## src/rtl/exec_pkg.sv

```systemverilog
// Shared definitions for the execute units: opcodes, branch conditions, ALU ops,
// exception numbers and the control-flow unit state encoding.
package exec_pkg;

    localparam logic [6:0] OPC_BRANCH = 7'b1100011;
    localparam logic [6:0] OPC_JAL    = 7'b1101111;
    localparam logic [6:0] OPC_JALR   = 7'b1100111;

    localparam logic [2:0] COND_BEQ  = 3'd0;
    localparam logic [2:0] COND_BNE  = 3'd1;
    localparam logic [2:0] COND_BLT  = 3'd4;
    localparam logic [2:0] COND_BGE  = 3'd5;
    localparam logic [2:0] COND_BLTU = 3'd6;
    localparam logic [2:0] COND_BGEU = 3'd7;

    localparam logic [5:0] EXC_INSN_MISALIGNED = 6'd0;

    typedef enum logic [4:0] {
        ALU_ADD  = 5'd0,
        ALU_SUB  = 5'd1,
        ALU_SLT  = 5'd2,
        ALU_SLTU = 5'd3
    } alu_op_t;

    typedef enum logic [1:0] {
        ST_CHECK,
        ST_TARGET,
        ST_LINK
    } cf_state_t;

    function automatic alu_op_t branch_alu_op(input logic [2:0] funct3);
        case (funct3)
            COND_BLT, COND_BGE:   return ALU_SLT;
            COND_BLTU, COND_BGEU: return ALU_SLTU;
            default:              return ALU_SUB;
        endcase
    endfunction

    function automatic logic branch_known(input logic [2:0] funct3);
        return (funct3 != 3'd2) && (funct3 != 3'd3);
    endfunction

endpackage

```

## src/rtl/cf_cond_eval.sv

```systemverilog
// Branch condition evaluation: funct3 plus ALU compare flags -> take.
module cf_cond_eval
    import exec_pkg::*;
(
    input  logic [2:0] funct3,
    input  logic       eq,
    input  logic       lt,
    input  logic       ltu,
    output logic       take
);

    always_comb begin
        take = 1'b0;
        case (funct3)
            COND_BEQ:  take = eq;
            COND_BNE:  take = !eq;
            COND_BLT:  take = lt;
            COND_BGE:  take = !lt;
            COND_BLTU: take = ltu;
            COND_BGEU: take = !ltu;
            default:   take = 1'b0;
        endcase
    end

endmodule

```

## src/rtl/execute_control_flow.sv

```systemverilog
// Multi-cycle control-flow execute unit (BRANCH/JAL/JALR) sharing the ALU.
// Optional CF_PREDICT_EN adds pred_taken; jump_pc_out then flags mispredicts only.
module execute_control_flow
    import exec_pkg::*;
#(
    parameter int unsigned XLEN     = 32,
    parameter int unsigned LINK_INC = 4
) (
    input  logic            clk,
    input  logic            reset,
    input  logic            flush,
    input  logic [6:0]      decode_opcode,
    input  logic [2:0]      decode_funct3,
    input  logic [XLEN-1:0] decode_imm,
    input  logic [XLEN-1:0] decode_pc,
    input  logic [XLEN-1:0] read_rs1_val,
    input  logic [XLEN-1:0] read_rs2_val,
    input  logic            read_valid,
`ifdef CF_PREDICT_EN
    input  logic            pred_taken,
`endif
    output logic [XLEN:0]   in_a,
    output logic [XLEN:0]   in_b,
    output logic [4:0]      alu_op,
    output logic            alu_valid,
    input  logic [XLEN-1:0] alu_result,
    input  logic            alu_lt,
    input  logic            alu_ltu,
    input  logic            alu_eq,
    output logic            processing,
    output logic            valid,
    output logic [XLEN-1:0] pc_out,
    output logic            jump_pc_out,
    output logic [XLEN-1:0] rd_val_out,
    output logic            rd_write_out,
    output logic [5:0]      exception_num_out,
    output logic            exception_valid_out
);

    cf_state_t       state, state_next;
    logic [XLEN-1:0] target_q, target_d;
    logic            is_branch, is_jal, is_jalr, known, take, pred;
    logic [XLEN-1:0] tgt;
    alu_op_t         op;

`ifdef CF_PREDICT_EN
    assign pred = pred_taken;
`else
    assign pred = 1'b0;
`endif

    assign is_branch = (decode_opcode == OPC_BRANCH) && branch_known(decode_funct3);
    assign is_jal    = (decode_opcode == OPC_JAL);
    assign is_jalr   = (decode_opcode == OPC_JALR) && (decode_funct3 == 3'd0);
    assign known     = is_branch || is_jal || is_jalr;
    assign tgt       = {alu_result[XLEN-1:1], alu_result[0] & !is_jalr};

    assign alu_op            = op;
    assign alu_valid         = processing;
    assign exception_num_out = EXC_INSN_MISALIGNED;

    cf_cond_eval u_cond (
        .funct3 (decode_funct3),
        .eq     (alu_eq),
        .lt     (alu_lt),
        .ltu    (alu_ltu),
        .take   (take)
    );

    always_ff @(posedge clk) begin
        if (reset) begin
            state    <= ST_CHECK;
            target_q <= '0;
        end else begin
            state    <= state_next;
            target_q <= target_d;
        end
    end

    always_comb begin
        state_next = state;
        target_d   = target_q;
        case (state)
            ST_CHECK: begin
                if (read_valid && known) begin
                    if (is_branch) begin
                        if (take)      state_next = ST_TARGET;
                        else if (pred) state_next = ST_LINK;
                    end else if (tgt[1:0] == 2'b00) begin
                        state_next = ST_LINK;
                        target_d   = tgt;
                    end
                end
            end
            ST_TARGET, ST_LINK: state_next = ST_CHECK;
            default:            state_next = ST_CHECK;
        endcase
        if (flush) begin
            state_next = ST_CHECK;
            target_d   = '0;
        end
    end

    always_comb begin
        processing          = 1'b0;
        valid               = 1'b0;
        jump_pc_out         = 1'b0;
        rd_write_out        = 1'b0;
        exception_valid_out = 1'b0;
        in_a                = '0;
        in_b                = '0;
        op                  = ALU_ADD;
        pc_out              = '0;
        rd_val_out          = '0;
        if (!reset) begin
            case (state)
                ST_CHECK: begin
                    if (read_valid && known) begin
                        processing = 1'b1;
                        if (is_branch) begin
                            in_a = {1'b0, read_rs1_val};
                            in_b = {1'b0, read_rs2_val};
                            op   = branch_alu_op(decode_funct3);
                            valid = !take && !pred;
                        end else begin
                            in_a = {1'b0, (is_jal ? decode_pc : read_rs1_val)};
                            in_b = {1'b0, decode_imm};
                            if (tgt[1:0] != 2'b00) begin
                                valid               = 1'b1;
                                exception_valid_out = 1'b1;
                                pc_out              = tgt;
                            end
                        end
                    end
                end
                ST_TARGET: begin
                    processing          = 1'b1;
                    in_a                = {1'b0, decode_pc};
                    in_b                = {1'b0, decode_imm};
                    pc_out              = alu_result;
                    valid               = 1'b1;
                    exception_valid_out = (alu_result[1:0] != 2'b00);
                    jump_pc_out         = (alu_result[1:0] == 2'b00) && !pred;
                end
                ST_LINK: begin
                    processing  = 1'b1;
                    in_a        = {1'b0, decode_pc};
                    in_b        = {1'b0, XLEN'(LINK_INC)};
                    valid       = 1'b1;
                    jump_pc_out = 1'b1;
                    // A branch only lands here as a mispredicted fall-through: redirect, no link write.
                    if (is_branch) begin
                        pc_out = alu_result;
                    end else begin
                        pc_out       = target_q;
                        rd_write_out = 1'b1;
                        rd_val_out   = alu_result;
                    end
                end
                default: ;
            endcase
            if (flush) begin
                valid               = 1'b0;
                jump_pc_out         = 1'b0;
                rd_write_out        = 1'b0;
                exception_valid_out = 1'b0;
            end
        end
    end

endmodule

```

## config.mk

```make
export PLATFORM = sky130hd
export DESIGN_NAME = execute_control_flow
export DESIGN_NICKNAME = d
export VERILOG_FILES = /design/src/rtl/exec_pkg.sv /design/src/rtl/cf_cond_eval.sv /design/src/rtl/execute_control_flow.sv
export SDC_FILE = /design/constraint.sdc
export NUM_CORES = 1
export LEC_CHECK = 0
export CAP_MARGIN = 30
export CORE_AREA = 2 2 126 128
export DETAILED_ROUTE_END_ITERATION = 16
export DIE_AREA = 0 0 128 130
export PLACE_DENSITY_LB_ADDON = 0.05
export SLEW_MARGIN = 10
export SYNTH_ARGS = -nofsm -noshare
export SYNTH_HDL_FRONTEND = slang
export SYNTH_SLANG_ARGS = --single-unit
```

## constraint.sdc

```tcl
create_clock -name clk -period 3.2 [get_ports clk]
set_clock_uncertainty 0.05 [all_clocks]
set_input_delay 0.64 -clock clk [delete_from_list [all_inputs] [get_ports clk]]
set_output_delay 0.64 -clock clk [all_outputs]
set_load 0.02 [all_outputs]
```

==> impl_results.md <==
* Setup TNS at 0 ps
* Fraction of registers with async set/reset at 0%
* Static leakage at 3.003 nW
* Power per unit of standard cell area at approximately 190 nW/um^2
* Finish-stage setup viols at 0
* Number of unique standard cell types used by synthesis at 50
* Maximum operating frequency at 0.3192 GHz
* Fill cells at 1580
* Number of top-level pins at between 300 and 400
* Die outline height at approximately 130 um
* Root Buffer Master: sky130_fd_sc_hd__clkbuf_16
* Tot Pwr at 1.366 mW
* Ratio of routed vias to standard cells at 4.910
* Max H-tree Level at 2
* DR WL/cell at 18.56 um
* Crit. End Element: primary output
* Detailed-routing iteration count for the pre-antenna-repair pass at 5
* TritonCTS clock tree: yes
* Port buffer count at ~310
* Mapped Avg Cell Area at 8.125 sq um
* Number of warning messages in the yosys log at 0
* Vias in the first global route at 4687
* Hold Path Class: reg2reg
* Initial antenna violation count at 2
* Final-report max-slew violation count at 0
* FF+latch count, synth at 34
* Vias at 4758
* Placeable Area at approximately 15000 sq um
* Drt drc at 0
* Number of instances in the synthesized netlist at 425
* EDFF count, synth at 0
* DIE AREA at 16640 sq um
* Summed instance area of the synthesized netlist at 3453 sq um
* First-pass GRT wire length at 25470 um
* Count of hold-fix buffers inserted at cts at 0
* Sequential cell area at slightly below 700 sq um
* Fin nets at 957
* DR iter-0 viols at 151
* Sum of overflow across all layers after global routing at 0
* Final Hold Vio Count at 0
* Final Critical Period at 3133 ps
* Max-cap violation count at 0
* Peak fanout along the critical path at 17
* Number of buffers created by CTS at 5
* Maximum root-to-sink buffer count at 2
* Total detailed-routing wirelength at 17990 um
* Worst supply voltage drop on vdd at 0.0001638 V
* Post-synthesis sequential area ratio at 19.71%
* Std cell rows at 46
* Crit Path Class: in2out
* Critical path data arrival time at 2440 ps
* Starting utilization of the core area at around 22%
* ANT nets after route at 0
* Run status: finished clean
* Hpwl dp at 13690 um
* Fin Hold WS at 459.4 ps
* CP required at approximately 2500 ps
* Horiz. Die Dim at 128 um
* Register-to-register setup slack at 1040 ps
* Worst Setup Slack post-DPL at -646.5 ps
* Area of the multi-input gates at around 2600 sq um
* Clk sink count at 34
* Kind of start point of the critical path: input port
* Clock latency on the worst-skew pair at 280 ps
* Primary flip-flop cell chosen by synthesis mapping: sky130_fd_sc_hd__dfxtp_1
* Final setup margin at between 60 and 70 ps
* Fraction of final layout cells with drive strength greater than 1 at 36.08%
* Final GP Congestion at roughly 0.84
* Final period util at 97.90%
* Global Route Usage Sum at 19.57%
* CTS clk-pin slew, worst paths at 50 ps
* Area Growth Syn to Fin at 106.8%
* Pin count of the biggest net entering global routing at 33
[final cells by class]
class | count | area share [%]
antenna | 1 | 0.03504
clock inverter | 1 | 0.4205
inverter | 5 | 0.2628
multi-input combinational | 342 | 36.76
sequential | 34 | 9.532
clock buffer | 6 | 1.945
tap | 192 | 3.364
timing repair buffer | 388 | 47.68
[registers in the layout, summed over array words and instances, names as in the netlist]
| signal | cells |
|---|---|
| target_q | 32 |
| state | 2 |
[cell usage after synthesis, drive strengths merged (4+ instances only)]
cell    instances  area share, %
o21ai           6           0.87
and2           36            6.6
nand2           7           0.76
ha              4            1.4
clkbuf         15            2.5
a22o           64             17
a21oi          65            9.4
nor2           45            4.9
buf            39            8.3
nor3            6            1.5
dfxtp          34             20
inv             5           0.54
nand4           5            2.0
a211oi         30            6.5
mux2i          31            9.0
[worst max-delay path, stage by stage]
cell,delay (ps)
sky130_fd_sc_hd__dlygate4sd2_1,180
sky130_fd_sc_hd__and4b_2,280
sky130_fd_sc_hd__nand4_1,160
sky130_fd_sc_hd__buf_4,170
sky130_fd_sc_hd__and2_4,170
sky130_fd_sc_hd__buf_4,150
sky130_fd_sc_hd__buf_16,150
sky130_fd_sc_hd__buf_4,130
sky130_fd_sc_hd__a21oi_2,140
sky130_fd_sc_hd__a211oi_2,80
sky130_fd_sc_hd__buf_4,170
[final timing paths]
kind | start | to | depth (start not counted)
max | decode_opcode[6] | pc_out[30] | 11
max reg2reg | state[1] | target_q[14] | 8
min reg2reg | target_q[1] | target_q[1] | 1
min | target_q[1] | target_q[1] | 1
[cell usage in the layout (no fill, tap or decap), types with 10 or more instances in the layout]
master,count
sky130_fd_sc_hd__a211oi_2,15
sky130_fd_sc_hd__buf_4,74
sky130_fd_sc_hd__a21oi_1,52
sky130_fd_sc_hd__buf_12,12
sky130_fd_sc_hd__conb_1,11
sky130_fd_sc_hd__a21oi_2,10
sky130_fd_sc_hd__dfxtp_1,34
sky130_fd_sc_hd__a211oi_1,15
sky130_fd_sc_hd__dlygate4sd2_1,20
sky130_fd_sc_hd__clkdlybuf4s15_1,12
sky130_fd_sc_hd__a22o_1,34
sky130_fd_sc_hd__nor2_1,43
sky130_fd_sc_hd__clkbuf_2,29
sky130_fd_sc_hd__and2_1,34
sky130_fd_sc_hd__buf_2,65
sky130_fd_sc_hd__a22o_2,30
sky130_fd_sc_hd__mux2i_1,31
sky130_fd_sc_hd__clkdlybuf4s50_1,168
[power by group]
| group | switching [mW] | internal [mW] |
|---|---|---|
| logic | 0.136 | 0.238 |
| clock network | 0.184 | 0.384 |
| registers | 0.000124 | 0.424 |
| total | 0.320 | 1.05 |
[cells by family after synthesis]
| kind of cell | after synthesis | synth area share, % |
|---|---|---|
| AND/OR/NAND/NOR | 114 | 19.06 |
| other | 1 | 0.1086 |
| AO/OA/AOI/OAI | 179 | 38.44 |
| flip-flops | 34 | 19.71 |
| XOR/XNOR | 2 | 0.5073 |
| multiplexers | 32 | 9.312 |
| buffers and inverters | 59 | 11.41 |
| adder cells (fa/ha/maj) | 4 | 1.449 |
[metrics by stage]
| step | area (sq um) | util, % | cells |
|---|---|---|---|
| global placement | 6992 | 45.33 | 939 |
| finish | 7141 | 46.29 | 969 |
| detailed placement | 6992 | 45.33 | 939 |
| global route | 7141 | 46.29 | 969 |
| floorplan | 3492 | - | 435 |
| CTS | 7440 | 48.23 | 966 |
[metal layers]
layer / GRT usage, % / vias to the layer above / share of wire (%)
met2: 38.28 / 209 / 53
met1: 20.80 / 2252 / 38
met5: 0 / - / 0.056
met3: 5.125 / 17 / 7.3
met4: 4.977 / 2 / 1.5
li1: - / 2278 / -
[repair_timing]
| action | 4_1_cts | 5_1_grt |
|---|---|---|
| setup buffers | 17 | 2 |
| pin swaps | 14 | 8 |
| resized for setup | 407 | 134 |
| gates cloned | 3 | 1 |
| endpoints found under the setup margin | 134 | 116 |
(Power assumes the default switching activity.)
